<file path="config.mk">
export PLATFORM = sky130hd
export DESIGN_NAME = memory_board_ctrl_flat
export DESIGN_NICKNAME = d
export VERILOG_FILES = /design/src/rtl/memory_board_ctrl_if.sv /design/src/rtl/memory_board_ctrl.sv /design/src/flat_wrapper.sv
export SDC_FILE = /design/constraint.sdc
export NUM_CORES = 1
export LEC_CHECK = 0
export ABC_AREA = 1
export CAP_MARGIN = 20
export CORE_MARGIN = 1.5
export CORE_UTILIZATION = 40
export DETAILED_ROUTE_END_ITERATION = 10
export PLACE_DENSITY = 0.7
export SKIP_CTS_REPAIR_TIMING = 1
export SYNTH_ARGS = -nofsm -noshare
export SYNTH_HDL_FRONTEND = slang
export SYNTH_SLANG_ARGS = --single-unit
</file>
<file path="constraint.sdc">
create_clock -name clk -period 7.2 [get_ports clk]
set_clock_uncertainty 0.1 [all_clocks]
set_input_delay 0.72 -clock clk [delete_from_list [all_inputs] [get_ports clk]]
set_output_delay 0.72 -clock clk [all_outputs]
set_load 0.01 [all_outputs]
</file>
<file path="src/rtl/memory_board_ctrl_if.sv">
// Board-controller bus: button pulses and card labels in, board/score/status view out.
// master = button/label source and renderer side, slave = memory_board_ctrl.
interface memory_board_ctrl_if #(
   parameter int NUM_CARDS   = 16,
   parameter int LABEL_W     = 4,
   parameter int NUM_PLAYERS = 2
);
   localparam int CW = $clog2(NUM_CARDS);
   localparam int PW = (NUM_PLAYERS > 2) ? $clog2(NUM_PLAYERS) : 1;
   localparam int SW = $clog2(NUM_CARDS/2 + 1);

   logic                           move;
   logic                           select;
   logic [NUM_CARDS*LABEL_W-1:0]   labels;
   logic [CW-1:0]                  cursor;
   logic [2*NUM_CARDS-1:0]         card_state;
   logic [PW-1:0]                  player;
   logic [NUM_PLAYERS*SW-1:0]      score;
   logic                           busy;
   logic                           match_pulse;
   logic                           miss_pulse;
   logic                           game_over;

   modport master (
      output move, select, labels,
      input  cursor, card_state, player, score, busy, match_pulse, miss_pulse, game_over
   );

   modport slave (
      input  move, select, labels,
      output cursor, card_state, player, score, busy, match_pulse, miss_pulse, game_over
   );
endinterface

</file>
<file path="src/rtl/memory_board_ctrl.sv">
// Memory (pairs) game board controller: cursor with skip-to-hidden, two-pick compare,
// timed mismatch display, per-player scoring, turn rotation and end-of-game detection.
module memory_board_ctrl #(
   parameter int NUM_CARDS   = 16,
   parameter int LABEL_W     = 4,
   parameter int NUM_PLAYERS = 2,
   parameter int HOLD_CYCLES = 4
) (
   input  logic               clk,
   input  logic               rst,
   memory_board_ctrl_if.slave bus
);
   localparam int CW = $clog2(NUM_CARDS);
   localparam int PW = (NUM_PLAYERS > 2) ? $clog2(NUM_PLAYERS) : 1;
   localparam int SW = $clog2(NUM_CARDS/2 + 1);
   localparam int TW = $clog2(HOLD_CYCLES + 1);
   localparam int unsigned NC = NUM_CARDS;
   localparam int unsigned NP = NUM_PLAYERS;

   typedef enum logic [2:0] {S_PICK1, S_PICK2, S_COMPARE, S_HOLD, S_DONE} state_t;
   typedef enum logic [1:0] {C_HIDDEN = 2'd0, C_SHOWN = 2'd1, C_MATCHED = 2'd2} card_t;

   state_t        state_q;
   card_t         cards_q [NUM_CARDS];
   logic [SW-1:0] score_q [NUM_PLAYERS];
   logic [CW-1:0] cursor_q, sel1_q, sel2_q;
   logic [PW-1:0] player_q;
   logic [TW-1:0] timer_q;
   logic          busy_q, match_q, miss_q, over_q;

   logic [CW-1:0]      nxt_cur_d;
   logic               found_d;
   logic               rest_matched_d;
   logic [LABEL_W-1:0] lab1_d, lab2_d;

   // First HIDDEN card strictly after the cursor, scanning with wrap-around.
   always_comb begin : next_hidden
      int unsigned idx;
      idx       = 0;
      nxt_cur_d = cursor_q;
      found_d   = 1'b0;
      for (int unsigned k = 1; k < NC; k++) begin
         idx = int'(cursor_q) + k;
         if (idx >= NC) idx = idx - NC;
         if (!found_d && cards_q[CW'(idx)] == C_HIDDEN) begin
            nxt_cur_d = CW'(idx);
            found_d   = 1'b1;
         end
      end
   end

   // Every card other than the pair under comparison is already matched.
   always_comb begin
      rest_matched_d = 1'b1;
      for (int unsigned i = 0; i < NC; i++) begin
         if (CW'(i) != sel1_q && CW'(i) != sel2_q && cards_q[CW'(i)] != C_MATCHED)
            rest_matched_d = 1'b0;
      end
   end

   assign lab1_d = bus.labels[int'(sel1_q)*LABEL_W +: LABEL_W];
   assign lab2_d = bus.labels[int'(sel2_q)*LABEL_W +: LABEL_W];

   always_ff @(posedge clk) begin
      if (rst) begin
         state_q  <= S_PICK1;
         cursor_q <= '0;
         sel1_q   <= '0;
         sel2_q   <= '0;
         player_q <= '0;
         timer_q  <= '0;
         busy_q   <= 1'b0;
         match_q  <= 1'b0;
         miss_q   <= 1'b0;
         over_q   <= 1'b0;
         for (int unsigned i = 0; i < NC; i++) cards_q[i] <= C_HIDDEN;
         for (int unsigned p = 0; p < NP; p++) score_q[p] <= '0;
      end else begin
         match_q <= 1'b0;
         miss_q  <= 1'b0;
         case (state_q)
            S_PICK1, S_PICK2: begin
               // A select pulse always wins over a coincident move, even when it is ignored.
               if (bus.select) begin
                  if (cards_q[cursor_q] == C_HIDDEN) begin
                     cards_q[cursor_q] <= C_SHOWN;
                     if (state_q == S_PICK1) begin
                        sel1_q  <= cursor_q;
                        state_q <= S_PICK2;
                     end else begin
                        sel2_q  <= cursor_q;
                        busy_q  <= 1'b1;
                        state_q <= S_COMPARE;
                     end
                  end
               end else if (bus.move) begin
                  cursor_q <= nxt_cur_d;
               end
            end
            S_COMPARE: begin
               if (lab1_d == lab2_d) begin
                  cards_q[sel1_q] <= C_MATCHED;
                  cards_q[sel2_q] <= C_MATCHED;
                  if (score_q[player_q] != SW'(NUM_CARDS/2))
                     score_q[player_q] <= score_q[player_q] + 1'b1;
                  match_q <= 1'b1;
                  busy_q  <= 1'b0;
                  over_q  <= rest_matched_d;
                  state_q <= rest_matched_d ? S_DONE : S_PICK1;
               end else begin
                  miss_q  <= 1'b1;
                  timer_q <= TW'(HOLD_CYCLES);
                  state_q <= S_HOLD;
               end
            end
            S_HOLD: begin
               if (timer_q == TW'(1)) begin
                  cards_q[sel1_q] <= C_HIDDEN;
                  cards_q[sel2_q] <= C_HIDDEN;
                  player_q <= (player_q == PW'(NUM_PLAYERS - 1)) ? '0 : player_q + 1'b1;
                  timer_q  <= '0;
                  busy_q   <= 1'b0;
                  state_q  <= S_PICK1;
               end else begin
                  timer_q <= timer_q - 1'b1;
               end
            end
            default: ;
         endcase
      end
   end

   always_comb begin
      bus.card_state = '0;
      for (int unsigned i = 0; i < NC; i++) bus.card_state[2*i +: 2] = cards_q[CW'(i)];
   end

   always_comb begin
      bus.score = '0;
      for (int unsigned p = 0; p < NP; p++) bus.score[p*SW +: SW] = score_q[p];
   end

   assign bus.cursor      = cursor_q;
   assign bus.player      = player_q;
   assign bus.busy        = busy_q;
   assign bus.match_pulse = match_q;
   assign bus.miss_pulse  = miss_q;
   assign bus.game_over   = over_q;
endmodule

</file>
<file path="src/flat_wrapper.sv">
// flat-port wrapper written by rule: the top's interface ports become plain ports
module memory_board_ctrl_flat 
#(
   parameter int NUM_CARDS   = 16,
   parameter int LABEL_W     = 4,
   parameter int NUM_PLAYERS = 2,
   parameter int HOLD_CYCLES = 4
)
  (clk, rst, bus_move, bus_select, bus_labels, bus_cursor, bus_card_state, bus_player, bus_score, bus_busy, bus_match_pulse, bus_miss_pulse, bus_game_over);
  memory_board_ctrl_if #(.NUM_CARDS(NUM_CARDS), .LABEL_W(LABEL_W), .NUM_PLAYERS(NUM_PLAYERS)) bus_i ();
  input  logic clk;
  input  logic rst;
  input wire logic [$bits(bus_i.move)-1:0] bus_move;
  input wire logic [$bits(bus_i.select)-1:0] bus_select;
  input wire logic [$bits(bus_i.labels)-1:0] bus_labels;
  output wire logic [$bits(bus_i.cursor)-1:0] bus_cursor;
  output wire logic [$bits(bus_i.card_state)-1:0] bus_card_state;
  output wire logic [$bits(bus_i.player)-1:0] bus_player;
  output wire logic [$bits(bus_i.score)-1:0] bus_score;
  output wire logic [$bits(bus_i.busy)-1:0] bus_busy;
  output wire logic [$bits(bus_i.match_pulse)-1:0] bus_match_pulse;
  output wire logic [$bits(bus_i.miss_pulse)-1:0] bus_miss_pulse;
  output wire logic [$bits(bus_i.game_over)-1:0] bus_game_over;
  assign bus_i.move = bus_move;
  assign bus_i.select = bus_select;
  assign bus_i.labels = bus_labels;
  assign bus_cursor = bus_i.cursor;
  assign bus_card_state = bus_i.card_state;
  assign bus_player = bus_i.player;
  assign bus_score = bus_i.score;
  assign bus_busy = bus_i.busy;
  assign bus_match_pulse = bus_i.match_pulse;
  assign bus_miss_pulse = bus_i.miss_pulse;
  assign bus_game_over = bus_i.game_over;
  memory_board_ctrl #(.NUM_CARDS(NUM_CARDS), .LABEL_W(LABEL_W), .NUM_PLAYERS(NUM_PLAYERS), .HOLD_CYCLES(HOLD_CYCLES)) u_core (.clk(clk), .rst(rst), .bus(bus_i));
endmodule
</file>
Yosys cells after proc, flatten, opt, wreduce, memory -nomap -nowiden
Memories as Yosys holds them, arrays and structs flattened. A register that Yosys moved wholly into a read port is not among the register bits.
Cells that the tools add are included.
Widths: inputs -> output; s select.
{"block": "word_totals", "reg_bits": 23, "ram_bits": 40, "input_bits": 68, "out_inout_bits": 49, "wordCells": 337, "n_memories": 2}
{"block": "op_classes", "n_addsub": 33, "n_lt_le_gt_ge": 15, "n_eq_ne": 58, "shifts": 2, "n_mux": 116, "bitwise": 5, "n_reduce_logical": 96}
{"name": "u_core.cards_q", "words": 16, "word_bits": 2, "read_ports": 32, "rd_clocked_by_memory_dff": 1, "wr": 16, "line_no": "memory_board_ctrl.sv:24", "text": "card_t cards_q [NUM_CARDS];"}
{"name": "u_core.score_q", "words": 2, "word_bits": 4, "read_ports": 3, "rd_clocked_by_memory_dff": 1, "wr": 2, "line_no": "memory_board_ctrl.sv:25", "text": "logic [SW-1:0] score_q [NUM_PLAYERS];"}
{"cell": "$mux 4", "count": 36}
{"cell": "$shiftx 64x7->4", "count": 2}
{"cell": "$ge 5x5->1 const B", "count": 15}
{"cell": "$mux 1", "count": 64}
{"cell": "$ne 4x4->1 const A", "count": 16}
{"cell": "$sub 4x1->4 const B", "count": 15}
{"cell": "$logic_and 1x1->1", "count": 46}
{"cell": "$add 4x4->5 const B", "count": 8}
{"cell": "$ne 2x2->1 const B", "count": 19}
{"cell": "$logic_not 2->1", "count": 16}
{"cell": "$ne 3x4->1 const A", "count": 8}
{"cell": "$mux 3", "count": 7}
{"cell": "$add 4x3->5 const B", "count": 4}
{"cell": "$ne 2x4->1 const A", "count": 4}
{"cell": "$reduce_and 4->1", "count": 4}
{"cell": "$reduce_bool 15->1", "count": 1}
{"cell": "$logic_not 1->1", "count": 14}
{"cell": "$mux 2", "count": 6}
{"cell": "$add 4x2->5 const B", "count": 2}
{"cell": "$reduce_or 2->1", "count": 5}
{"cell": "$pmux 3 s3", "count": 1}
{"cell": "$ne 1x4->1 const A", "count": 2}
{"cell": "$reduce_bool 4->1", "count": 2}
{"cell": "$eq 3x1->1 const B", "count": 2}
{"cell": "other kinds (18)", "count": 26}

Depth between registers and ports, before layout
An unclocked memory read counts as a cell.
{"block": "logic_depth", "word_depth": 51, "ltp_mapped": 31, "ltp_nobuf": 28}

Worst setup path after synthesis
OpenSTA, ideal clock, no wires.
{"block": "synth_path", "kind": "flip-flop to flip-flop", "start": "register u_core.cursor_q[1] (netlist: u_core.bus.cursor[1])", "end": "register (tool-made name)", "setup_time_ns": 0.122, "arrival_ns": 3.490, "required_ns": 6.978, "path_slack_ns": 3.488, "stages_incl_launch_ff": 27, "n_path_buf": 4, "period_less_slack_ns": 3.712, "cell_sequence": "dfxtp_1 inv_1 buf_2 buf_2 ha_1 buf_2 buf_1 nand3_1 nand2_1 nand2_1 nand2_1 nand3_1 nand2_2 nor2_8 nand4_4 nor2_4 nand2_2 nor2_4 nand2_2 nor2_4 nand4_4 nor2_1 nand2_1 nand2_2 nor2_1 o21ai_2 nor2_1"}
{"element": "start: declaration", "line_no": "memory_board_ctrl.sv:26", "text": "logic [CW-1:0] cursor_q, sel1_q, sel2_q;"}
{"element": "start signal: assignment", "line_no": "memory_board_ctrl.sv:97", "text": "cursor_q <= nxt_cur_d;"}

==> metrics.md <==
| Metric | Value |
|---|---|
| Status | finished clean |
| Number of global-route vias before repair | slightly below 8000 |
| Synth Area per Inst | 6.018 um2 |
| Synthesized area | between 7000 and 8000 um2 |
| CTS Buf Count | 9 |
| Worst EP required | about 7300 ps |
| Clk Latency, worst-skew pair | between 300 and 400 ps |
| Area of the core | ~18000 um2 |
| Worst-margin pin slew | approximately 980 ps |
| Final ANT Viol Nets | 0 |
| Yosys top cell by area | nand2_1 |
| Largest net degree at the start of global routing | 43 |
| Placed insts | 1516 |
| Synth unique cells | 52 |
| Critical path launch point type | register |
| Crit Path Max Fanout | 42 |
| Sink Count | between 60 and 70 |
| Fin nets | ~1400 |
| WP data arrival | 5120 ps |
| Die X | around 140 um |
| Synth top area share | a little under 20% |
| Avg WL per Cell | between 15 and 20 um |
| DRC Markers | 0 |
| Top cells by area, synth | nand2_1 (19%), dfxtp_1 (12%), nand3_1 (11%) |
| CTS Buffer Depth | 2 |
| Top achievable clock speed | 199.8 MHz |
| Max VDD drop | between 0.3 and 0.4 mV |
| Layout cell share with drive strength beyond 1 | roughly 6.8% |
| CTS H-tree lvls | 3 |
| Clock slew at reported path FFs | ~60 ps |
| MaxCap Viol Count | 0 |
| CTS tree | done |
| Lkg Pwr | ~3.9 nW |
| Vias per cell | 5.669 |
| Drt initial violations | between 1000 and 1500 |
| First-pass GRT wire length | roughly 42000 um |
| Total grt overflow | 0 |
| Most frequent cells in the layout | nand2_1 (374), nand3_1 (154), inv_1 (146) |
| IO Pins | around 120 |
| Tightest Hold Check Type | register to register |
| Filler cell count | around 1900 |
| Critical Path End Type | register |
| Setup tns final | 0 ps |
| Setup-failing EPs final | 0 |
| Initial antenna violation count | 0 |
| Unrepaired setup endpoints after global routing | no |
| Vias | between 8000 and 9000 |
| Die area | approximately 19000 um2 |
| Iteration count of the initial detailed-routing pass | 6 |
| Minimum clock period after layout | 5004 ps |
| Critical path type | register to register |
| Most common cell after layout, fill and taps aside | nand2_1 |
| Post-route insts no fill | 1532 |
| Worst R2R Setup Slack | between 2000 and 2500 ps |
| Num rows | 49 |
| Routed WL | between 20000 and 30000 um |
| Total GRT Usage | 28.56% |
| Port bufs | about 120 |
| Final hold viol count | 0 |
| Final Power | between 4 and 5 mW |
| Dpl hpwl | roughly 20000 um |
| PwrDens | about 470 nW/um2 |
| #FFs+latches synth | about 70 |
| CTS root buf | clkbuf_16 |
| N_diodes | 0 |
| Slew HR | between 30 and 40% |
| Tcrit/Tclk final | a little over two thirds |
| GP Congestion | roughly 1.0 |
| Gate count after technology mapping | 1210 |
| Slew Viols, Final | 0 |
| Die H | between 100 and 150 um |
| Synth Net Count | between 1000 and 1500 |
| Post-synthesis sequential area ratio | between 20% and 30% |
| Area delta synth->final | 20.84% |
| Initial Util | approximately 41% |
| Ys Warns | 0 |
-- routing by layer --
layer	wire, um	GRT usage [%]
met5	0	0
met2	12400	46.05
met3	2703	6.067
met1	11060	37.87
met4	929	9.549
-- final cells by class --
class	instances	area, um2	area share [%]
inverters	159	596.8	6.782
well taps	229	286.5	3.256
repair buffers	123	1214	13.79
flip-flops and latches	68	1602	18.20
multi-input cells	937	4823	54.81
clock buffers	10	239.0	2.716
clock inverters	6	38.79	0.4408
-- flip-flops by register name, summed over array words and instances (netlist names), 3 cells and up, named ones only --
signal             count
u_core.score_q         8
u_core.sel1_q          4
u_core.state_q         3
u_core.bus.cursor      4
u_core.cards_q        32
u_core.sel2_q          4
u_core.timer_q         3
-- report_power, final --
part           switching, mW  internal, mW  leakage [nW]
registers              0.104         0.467         0.606
logic                   2.15         0.979          3.12
clock network          0.169         0.242         0.143
total                   2.43          1.69          3.87
-- through the flow --
stage	setup slack, ps	utilization (%)	area, um2	hold slack, ps
floorplan	3488	-	7282	355.0
finish	2196	49.15	8800	388.8
CTS	2301	49.15	8800	388.8
global route	1834	49.15	8800	400.9
global placement	2356	47.60	8522	379.1
detailed placement	2313	47.60	8522	379.9
-- cells by family (layout without fill, tap and decap cells) --
logic type,after synthesis,in the layout,share of synthesized area [%]
multiplexers,2,2,0.2921
buffers and inverters,205,298,11.77
AO/OA/AOI/OAI,222,222,19.90
XOR/XNOR,13,13,1.976
AND/OR/NAND/NOR,688,688,42.01
flip-flops,68,68,21.99
adder cells (fa/ha/maj),12,12,2.062
-- synthesized netlist by cell type, drive strengths merged --
master	n
o21a	3
nor3b	1
nand3b	3
a21oi	43
ha	12
nand4	22
dfxtp	44
o21ai	88
buf	33
nand3	156
a31o	1
o311ai	4
mux2i	1
a31oi	1
nand2	389
o22ai	8
o221ai	34
nor3	10
or2	2
xnor2	6
and2	2
a221oi	2
a2111oi	2
a211oi	3
clkbuf	13
o2111ai	1
mux2	1
inv	158
nor2	103
clkinv	1
xor2	7
edfxtp	24
a22oi	32
-- worst max-delay path, stage by stage, from the launching register on --
cell     delay (ps)
dfxtp_1         300
buf_4           420
inv_2           410
ha_1            950
inv_2           350
nand3_1         230
nand2_1          70
nand2_1          50
nand2_1         120
nand3_2         110
nand2_2          80
nor2_8          180
nand4_4         110
nor2_4          130
nand2_2          80
nor2_4          110
nand2_2          70
nor2_4          160
nand4_4         130
nor2_2          180
inv_1            90
nand3_1         150
nor2_1           70
o21ai_2         130
nor2_1           50
-- worst paths after layout --
path	startpoint	end	depth (start not counted)
max	u_core.bus.cursor[0]$_SDFFE_PP0P_	register	24
min	u_core.timer_q[0]$_SDFFE_PP0P_	u_core.timer_q[0]$_SDFFE_PP0P_	1
max reg2reg	u_core.bus.cursor[0]$_SDFFE_PP0P_	register	24
min reg2reg	u_core.timer_q[0]$_SDFFE_PP0P_	u_core.timer_q[0]$_SDFFE_PP0P_	1
No activity file was read; power rests on OpenSTA's default activity.
